$ cat src/rtl/sr_cond_pkg.sv
// Shared definitions for the SR input-conditioning stage: channel FSM encoding
// and the default debounce length.
package sr_cond_pkg;

    localparam int DEBOUNCE_CYCLES_DEFAULT = 4;
    localparam int CNT_W_DEFAULT           = 3;

    typedef enum logic [1:0] {
        CH_LO      = 2'd0,
        CH_PEND_HI = 2'd1,
        CH_HI      = 2'd2,
        CH_PEND_LO = 2'd3
    } chan_state_e;

endpackage

$ cat src/rtl/sr_input_debouncer_if.sv
// Raw request inputs and conditioned SR outputs of the input debouncer.
interface sr_input_debouncer_if;
    logic s_raw;
    logic r_raw;
    logic s;
    logic r;
    logic s_level;
    logic r_level;
    logic conflict;

    modport master (
        output s_raw, r_raw,
        input  s, r, s_level, r_level, conflict
    );

    modport slave (
        input  s_raw, r_raw,
        output s, r, s_level, r_level, conflict
    );
endinterface

$ cat src/rtl/sr_debounce_chan.sv
// One debounce channel: two-flop synchroniser, stability counter, four-state
// FSM and a registered rising-edge flag on the debounced level.
module sr_debounce_chan
    import sr_cond_pkg::*;
#(
    parameter int DEBOUNCE_CYCLES = DEBOUNCE_CYCLES_DEFAULT,
    parameter int CNT_W           = CNT_W_DEFAULT
) (
    input  logic clk,
    input  logic rst,
    input  logic raw,
    output logic level,
    output logic rise
);

    localparam logic [CNT_W-1:0] CNT_LAST = CNT_W'(DEBOUNCE_CYCLES - 1);
    localparam logic [CNT_W-1:0] CNT_ONE  = CNT_W'(1);

    logic             sync1_reg;
    logic             sync2_reg;
    logic [CNT_W-1:0] cnt_reg;
    chan_state_e      state_reg;
    logic             level_reg;
    logic             rise_reg;

    always_ff @(posedge clk) begin
        if (rst) begin
            sync1_reg <= 1'b0;
            sync2_reg <= 1'b0;
            cnt_reg   <= '0;
            state_reg <= CH_LO;
            level_reg <= 1'b0;
            rise_reg  <= 1'b0;
        end else begin
            sync1_reg <= raw;
            sync2_reg <= sync1_reg;
            rise_reg  <= 1'b0;
            case (state_reg)
                CH_LO: begin
                    if (sync2_reg) begin
                        state_reg <= CH_PEND_HI;
                        cnt_reg   <= CNT_ONE;
                    end
                end
                CH_PEND_HI: begin
                    // Any low sample restarts the qualification from scratch.
                    if (!sync2_reg) begin
                        state_reg <= CH_LO;
                        cnt_reg   <= '0;
                    end else if (cnt_reg == CNT_LAST) begin
                        state_reg <= CH_HI;
                        cnt_reg   <= '0;
                        level_reg <= 1'b1;
                        rise_reg  <= 1'b1;
                    end else begin
                        cnt_reg <= cnt_reg + CNT_ONE;
                    end
                end
                CH_HI: begin
                    if (!sync2_reg) begin
                        state_reg <= CH_PEND_LO;
                        cnt_reg   <= CNT_ONE;
                    end
                end
                CH_PEND_LO: begin
                    if (sync2_reg) begin
                        state_reg <= CH_HI;
                        cnt_reg   <= '0;
                    end else if (cnt_reg == CNT_LAST) begin
                        state_reg <= CH_LO;
                        cnt_reg   <= '0;
                        level_reg <= 1'b0;
                    end else begin
                        cnt_reg <= cnt_reg + CNT_ONE;
                    end
                end
            endcase
        end
    end

    assign level = level_reg;
    assign rise  = rise_reg;

endmodule

$ cat src/rtl/sr_input_debouncer.sv
// Debounces raw set/reset requests into exclusive one-cycle s/r pulses.
// Build option SR_CONFLICT_STICKY_EN: conflict latches until reset.
module sr_input_debouncer
    import sr_cond_pkg::*;
#(
    parameter int DEBOUNCE_CYCLES = DEBOUNCE_CYCLES_DEFAULT,
    parameter int CNT_W           = CNT_W_DEFAULT
) (
    input  logic                 clk,
    input  logic                 rst,
    sr_input_debouncer_if.slave  bus
);

    // Index 0 is the set channel, index 1 the reset channel.
    logic [1:0] raw_vec;
    logic [1:0] level_vec;
    logic [1:0] rise_vec;

    assign raw_vec = {bus.r_raw, bus.s_raw};

    generate
        for (genvar gi = 0; gi < 2; gi++) begin : g_chan
            sr_debounce_chan #(
                .DEBOUNCE_CYCLES (DEBOUNCE_CYCLES),
                .CNT_W           (CNT_W)
            ) u_chan (
                .clk   (clk),
                .rst   (rst),
                .raw   (raw_vec[gi]),
                .level (level_vec[gi]),
                .rise  (rise_vec[gi])
            );
        end
    endgenerate

    logic s_reg;
    logic r_reg;
    logic conflict_reg;
    logic both_rise;

    assign both_rise = rise_vec[0] & rise_vec[1];

    // Simultaneous rises are suppressed so S=R=1 never reaches the flop.
    always_ff @(posedge clk) begin
        if (rst) begin
            s_reg        <= 1'b0;
            r_reg        <= 1'b0;
            conflict_reg <= 1'b0;
        end else begin
            s_reg <= rise_vec[0] & ~rise_vec[1];
            r_reg <= rise_vec[1] & ~rise_vec[0];
`ifdef SR_CONFLICT_STICKY_EN
            conflict_reg <= conflict_reg | both_rise;
`else
            conflict_reg <= both_rise;
`endif
        end
    end

    assign bus.s        = s_reg;
    assign bus.r        = r_reg;
    assign bus.conflict = conflict_reg;
    assign bus.s_level  = level_vec[0];
    assign bus.r_level  = level_vec[1];

endmodule

$ cat src/flat_wrapper.sv
// flat-port wrapper written by rule: the top's interface ports become plain ports
module sr_input_debouncer_flat import sr_cond_pkg::*;
#(
    parameter int DEBOUNCE_CYCLES = DEBOUNCE_CYCLES_DEFAULT,
    parameter int CNT_W           = CNT_W_DEFAULT
)
  (clk, rst, bus_s_raw, bus_r_raw, bus_s, bus_r, bus_s_level, bus_r_level, bus_conflict);
  sr_input_debouncer_if bus_i ();
  input  logic clk;
  input  logic rst;
  input wire logic [$bits(bus_i.s_raw)-1:0] bus_s_raw;
  input wire logic [$bits(bus_i.r_raw)-1:0] bus_r_raw;
  output wire logic [$bits(bus_i.s)-1:0] bus_s;
  output wire logic [$bits(bus_i.r)-1:0] bus_r;
  output wire logic [$bits(bus_i.s_level)-1:0] bus_s_level;
  output wire logic [$bits(bus_i.r_level)-1:0] bus_r_level;
  output wire logic [$bits(bus_i.conflict)-1:0] bus_conflict;
  assign bus_i.s_raw = bus_s_raw;
  assign bus_i.r_raw = bus_r_raw;
  assign bus_s = bus_i.s;
  assign bus_r = bus_i.r;
  assign bus_s_level = bus_i.s_level;
  assign bus_r_level = bus_i.r_level;
  assign bus_conflict = bus_i.conflict;
  sr_input_debouncer #(.DEBOUNCE_CYCLES(DEBOUNCE_CYCLES), .CNT_W(CNT_W)) u_core (.clk(clk), .rst(rst), .bus(bus_i));
endmodule
$ cat config.mk
export PLATFORM = sky130hd
export DESIGN_NAME = sr_input_debouncer_flat
export DESIGN_NICKNAME = d
export VERILOG_FILES = /design/src/rtl/sr_cond_pkg.sv /design/src/rtl/sr_input_debouncer_if.sv /design/src/rtl/sr_debounce_chan.sv /design/src/rtl/sr_input_debouncer.sv /design/src/flat_wrapper.sv
export SDC_FILE = /design/constraint.sdc
export NUM_CORES = 1
export LEC_CHECK = 0
export CORE_MARGIN = 2
export CORE_UTILIZATION = 45
export CTS_CLUSTER_SIZE = 40
export DETAILED_ROUTE_END_ITERATION = 12
export PLACE_DENSITY = 0.81
export SYNTH_ARGS = -nofsm -noshare
export SYNTH_HDL_FRONTEND = slang
export SYNTH_SLANG_ARGS = --single-unit
$ cat constraint.sdc
create_clock -name clk -period 1.4 [get_ports clk]
set_clock_uncertainty 0.2 [all_clocks]
set_input_delay 0.21 -clock clk [delete_from_list [all_inputs] [get_ports clk]]
set_output_delay 0.21 -clock clk [all_outputs]
set_load 0.005 [all_outputs]
Word-level counts from Yosys, hierarchy flattened
Cells that the tools add are included.

cells by class
  add/subtract/negate cells = 2
  eq/ne operators = 24
  mux-type cells = 38
  bitwise gates (word level) = 9
  reductions and logical operators = 12

operator list
  operator               number
  $mux W3                10
  $mux W2                12
  $ne A2 B2 Y1 const B   12
  $pmux W3 S4            2
  $pmux W2 S4            2
  $ne A3 B3 Y1 const B   4
  $mux W1                10
  $reduce_and A5 Y1      2
  $eq A2 B2 Y1 const B   4
  $reduce_and A4 Y1      2
  $add A3 B1 Y3 const B  2
  $eq A3 B2 Y1 const B   2
  $not A1 Y1             6
  $reduce_or A3 Y1       2
  $eq A2 B1 Y1 const B   2
  $logic_not A2 Y1       2
  $pmux W1 S2            2
  $reduce_and A2 Y1      2
  $reduce_bool A2 Y1     2
  $and A1 B1 Y1          3

storage, ports and cells
  bits in registers = 21
  input port bits = 4

Longest topological paths before layout
  depth in word-level cells = 4
  mapped depth = 4

By module
Synthesis repeated with hierarchy kept, for this count alone.

second synthesis, totals
  cells, all modules = 76
  area, all modules = 828.3 um^2

by module, submodules not included
  module              instances  cells an instance  area an instance (um^2)
  sr_debounce_chan    2          35                 371.6
  sr_input_debouncer  1          6                  85.1

Worst setup path after synthesis
OpenSTA, ideal clock, no wires.

  path kind = register to register
  start point = register u_core.g_chan[0].u_chan.sync2_reg
  end point = register u_core.g_chan[0].u_chan.cnt_reg[2]
  data arrival time = 1.073 ns
  required time = 1.127 ns
  path slack = 0.054 ns
  cell stages (with the launch flop) = 4
  path buffers = 0
  clock period less this slack = 1.346 ns
  cells stage by stage = dfxtp_1 xor2_2 mux2_2 nor3b_2

on the way
  cells in the longest elaborated chain, start to end = 2
  elaborated cells between the ends (all ways) = 6

ends and longest elaborated chain
  what                                              RTL line                RTL
  from (decl)                                       sr_debounce_chan.sv:20  logic sync2_reg;
  from (signal assigned)                            sr_debounce_chan.sv:36  sync2_reg <= sync1_reg;
  $mux W3 (tied with other cells)                   sr_debounce_chan.sv:66  if (sync2_reg) begin
  $pmux W3 S4 or $reduce_and A2 Y1 (tied branches)  n/a
  to (signal assigned)                              sr_debounce_chan.sv:56  cnt_reg <= cnt_reg + CNT_ONE;
  to (signal assigned)                              sr_debounce_chan.sv:74  cnt_reg <= cnt_reg + CNT_ONE;
  to (decl)                                         sr_debounce_chan.sv:21  logic [CNT_W-1:0] cnt_reg;

Several ways; a longest one is shown, not always the timed one.
A chain may end at the register's enable or synchronous reset.

Worst setup path after layout
  start point = register u_core.g_chan[0].u_chan.cnt_reg[0]
  end point = register u_core.g_chan[0].u_chan.cnt_reg[2]

on the way
  cells in the longest elaborated chain, start to end = 4
  elaborated cells between the ends (all ways) = 6

ends and longest elaborated chain
  what                                           RTL line                                        RTL
  $add A3 B1 Y3 or $eq A3 B2 Y1 (tied branches)  n/a
  $mux W3 (*)                                    sr_debounce_chan.sv:50, sr_debounce_chan.sv:69
  $mux W3, on equally long branches              sr_debounce_chan.sv:66, sr_debounce_chan.sv:47
  $pmux W3 S4 (*)                                sr_debounce_chan.sv:38                          case (state_reg)

Mark *: on every way between the ends. The rest lies on a longest branch, timed or not.

==> metrics <==
status finished, final reports clean; Synth Register Bits 21; area grow syn2layout 29.25%; M2 GR Usage 0.2333; Initial Util 0.4711; placed inst area 954.7 um^2; worst hold stages 1; number of diodes 0; hpwl dp 891.7 um; via count 595; ANT nets after route 0; period utilization 0.9714; asr flop ratio synth 0; FF-to-FF Start u_core.g_chan[0].u_chan.cnt_reg[0]$_SDFFE_PP0P_; Pre-antenna DRT Iters 4; max cap viols 0; cell taking the most area after synthesis dfxtp_1; grt total ovfl 0; setup violators final 0; first-pass GRT wire length 2214 um; DRC viols 0; htree depth 1; PnR worst setup slack 0.04008 ns; Rows 15; initial antenna violation count 0; Tightest Pin Transition 0.2525 ns; worst hold path class flop to flop; CTS tree built; share of cells above drive strength 1 0.3333; root buf cell clkbuf_4; Die Wd 46.05 um; Relative slew margins 0.8311; post-route insts no fill 113; grt met1 use 0.1794; number of flops mapped to enable cells by yosys 0; synth top area cells dfxtp_1, and3b_1, a21oi_1, ha_1, nor2b_1; Worst-path clk slew 0.12 ns; Routed wire per std cell 11.79 um; CORE AREA 1689 um^2; clk buf depth 2; global routing's busiest layer met2; # nets final 103; Final Power 1.013 mW; final instance area 1028 um^2; chip height 46.05 um; IO Port Bufs 8; CTS hold repair buffers 0; grt met3 use 0.07059; r2r worst-path depth 4; fmax 735.3 MHz; PD cells 984.7 nW/um^2; main flop type after synthesis dfxtp_1; required time of the critical path 1.43 ns; Crit. End Element flop; mapped cell area 795.8 um^2; Peak supply drop 1.019 mV; reg-to-reg slack, setup 0.04 ns; GRT Total Usage 0.1494; Hold Vio Cnt, Final 0; DR vias/cell 5.265; critical path type flop to flop; worst hold slack 0.2419 ns; max FFs per register 6; TritonCTS Buffers 3; cell leakage power 0.4239 nW; post-layout minimum cycle time 1.360 ns; Hold Startpoint u_core.g_chan[1].u_chan.rise$_SDFF_PP0_; reg2reg end u_core.g_chan[0].u_chan.cnt_reg[2]$_SDFFE_PP0P_; Arr. time, crit path 1.39 ns; Crit Path Max Fanout 3; Cells after DPL 108; worst min-delay path endpoint u_core.bus.s$_SDFF_PP0_; Syn Inst Count 76; Critical Path Start u_core.g_chan[0].u_chan.cnt_reg[0]$_SDFFE_PP0P_; RePlAce Congestion 0.7594; Yosys cell types 28; Sum Neg Setup Slack 0 ns; Place WS -0.07453 ns; die area 2121 um^2; Syn. warnings 0; largest net degree at the start of global routing 13; Synth Net Count 82; initial drt markers 4; CP Launch Type flop; Yosys top cell area share 0.5283; mean area per synthesized cell 10.47 um^2; # IOs 9; clk sinks 21; vias in the first global route 525; Final Max Slew Viols 0; sequential share of the synthesized area 0.5283; total routed wirelength 1332 um; Clock Latency Late Sink 0.30 ns; fin util 0.6089
-- report_power, final --
part           switching [mW]  internal (mW)
clock                   0.172          0.106
combinational          0.0406         0.0593
sequential             0.0157          0.619
total                   0.228          0.785
-- per-layer routing --
metal / wire (um) / up-vias
met4: 12 / 0
li1: - / 303
met1: 596 / 277
met5: 0 / -
met3: 60 / 2
met2: 663 / 13
-- worst max-delay path: stages (launching register included) --
cell	delay, ns
dfxtp_2	0.35
ha_2	0.19
nand2b_1	0.13
mux2_2	0.27
nor3b_2	0.14
-- timing repair --
action                                 in CTS  in global routing
endpoints found under the hold margin       0                  0
setup buffers                               1                  0
resized for setup                          10                  9
cloned                                      0                  0
pin swaps                                   1                  1
setup endpoints to repair                   7                  2
-- cells in the final DEF, fill, tap and decap left out, drive strengths merged, types with 2 or more instances in the layout --
cell / netlist / final
xor2: 2 / 2
buf: 2 / 10
nand2: 6 / 6
a21oi: 6 / 6
nand3b: 3 / 3
nor2: 4 / 4
clkbuf: 0 / 3
o22ai: 2 / 2
clkdlybuf4s50: 0 / 3
nor3b: 4 / 4
nor2b: 4 / 4
nand2b: 3 / 3
and3b: 3 / 3
dlygate4sd2: 0 / 5
o21ai: 2 / 2
ha: 2 / 2
mux2: 2 / 2
or2: 2 / 2
dfxtp: 21 / 21
-- layout make-up --
class | instances | area (um^2)
sequential | 21 | 431.7
tap | 17 | 21.27
fill | 138 | 660.6
clock buffer | 3 | 22.52
inverter | 1 | 3.754
timing repair buffer | 18 | 148.9
multi-input combinational | 52 | 395.4
clock inverter | 1 | 5.005
-- worst max-delay path by stage --
stage / slack [ns] / end
3_3_place_gp: -0.03 / u_core.g_chan[1].u_chan.level$_SDFFE_PP0P_
4_1_cts: 0.0004 / u_core.g_chan[0].u_chan.cnt_reg[2]$_SDFFE_PP0P_
2_1_floorplan: 0.05 / u_core.g_chan[0].u_chan.cnt_reg[2]$_SDFFE_PP0P_
3_5_place_dp: -0.07 / u_core.g_chan[1].u_chan.level$_SDFFE_PP0P_
5_1_grt: -0.003 / u_core.g_chan[1].u_chan.cnt_reg[2]$_SDFFE_PP0P_
6_report: 0.04 / u_core.g_chan[0].u_chan.cnt_reg[2]$_SDFFE_PP0P_
-- cell usage after synthesis, types with 3 or more instances --
cell,n
nor2b_1,4
dfxtp_1,21
nand3b_1,3
and3b_1,3
nand2_1,6
nand2b_1,3
nor2_1,4
a21oi_1,5
-- kinds of logic after synthesis --
group / after synthesis / share of synthesized area
AO/OA/AOI/OAI: 12 / 0.09120
AND/OR/NAND/NOR: 33 / 0.2610
buffers and inverters: 3 / 0.01729
XOR/XNOR: 3 / 0.04246
adder cells (fa/ha/maj): 2 / 0.03144
multiplexers: 2 / 0.02830
flip-flops: 21 / 0.5283
Power figures use the tool's default switching activity.
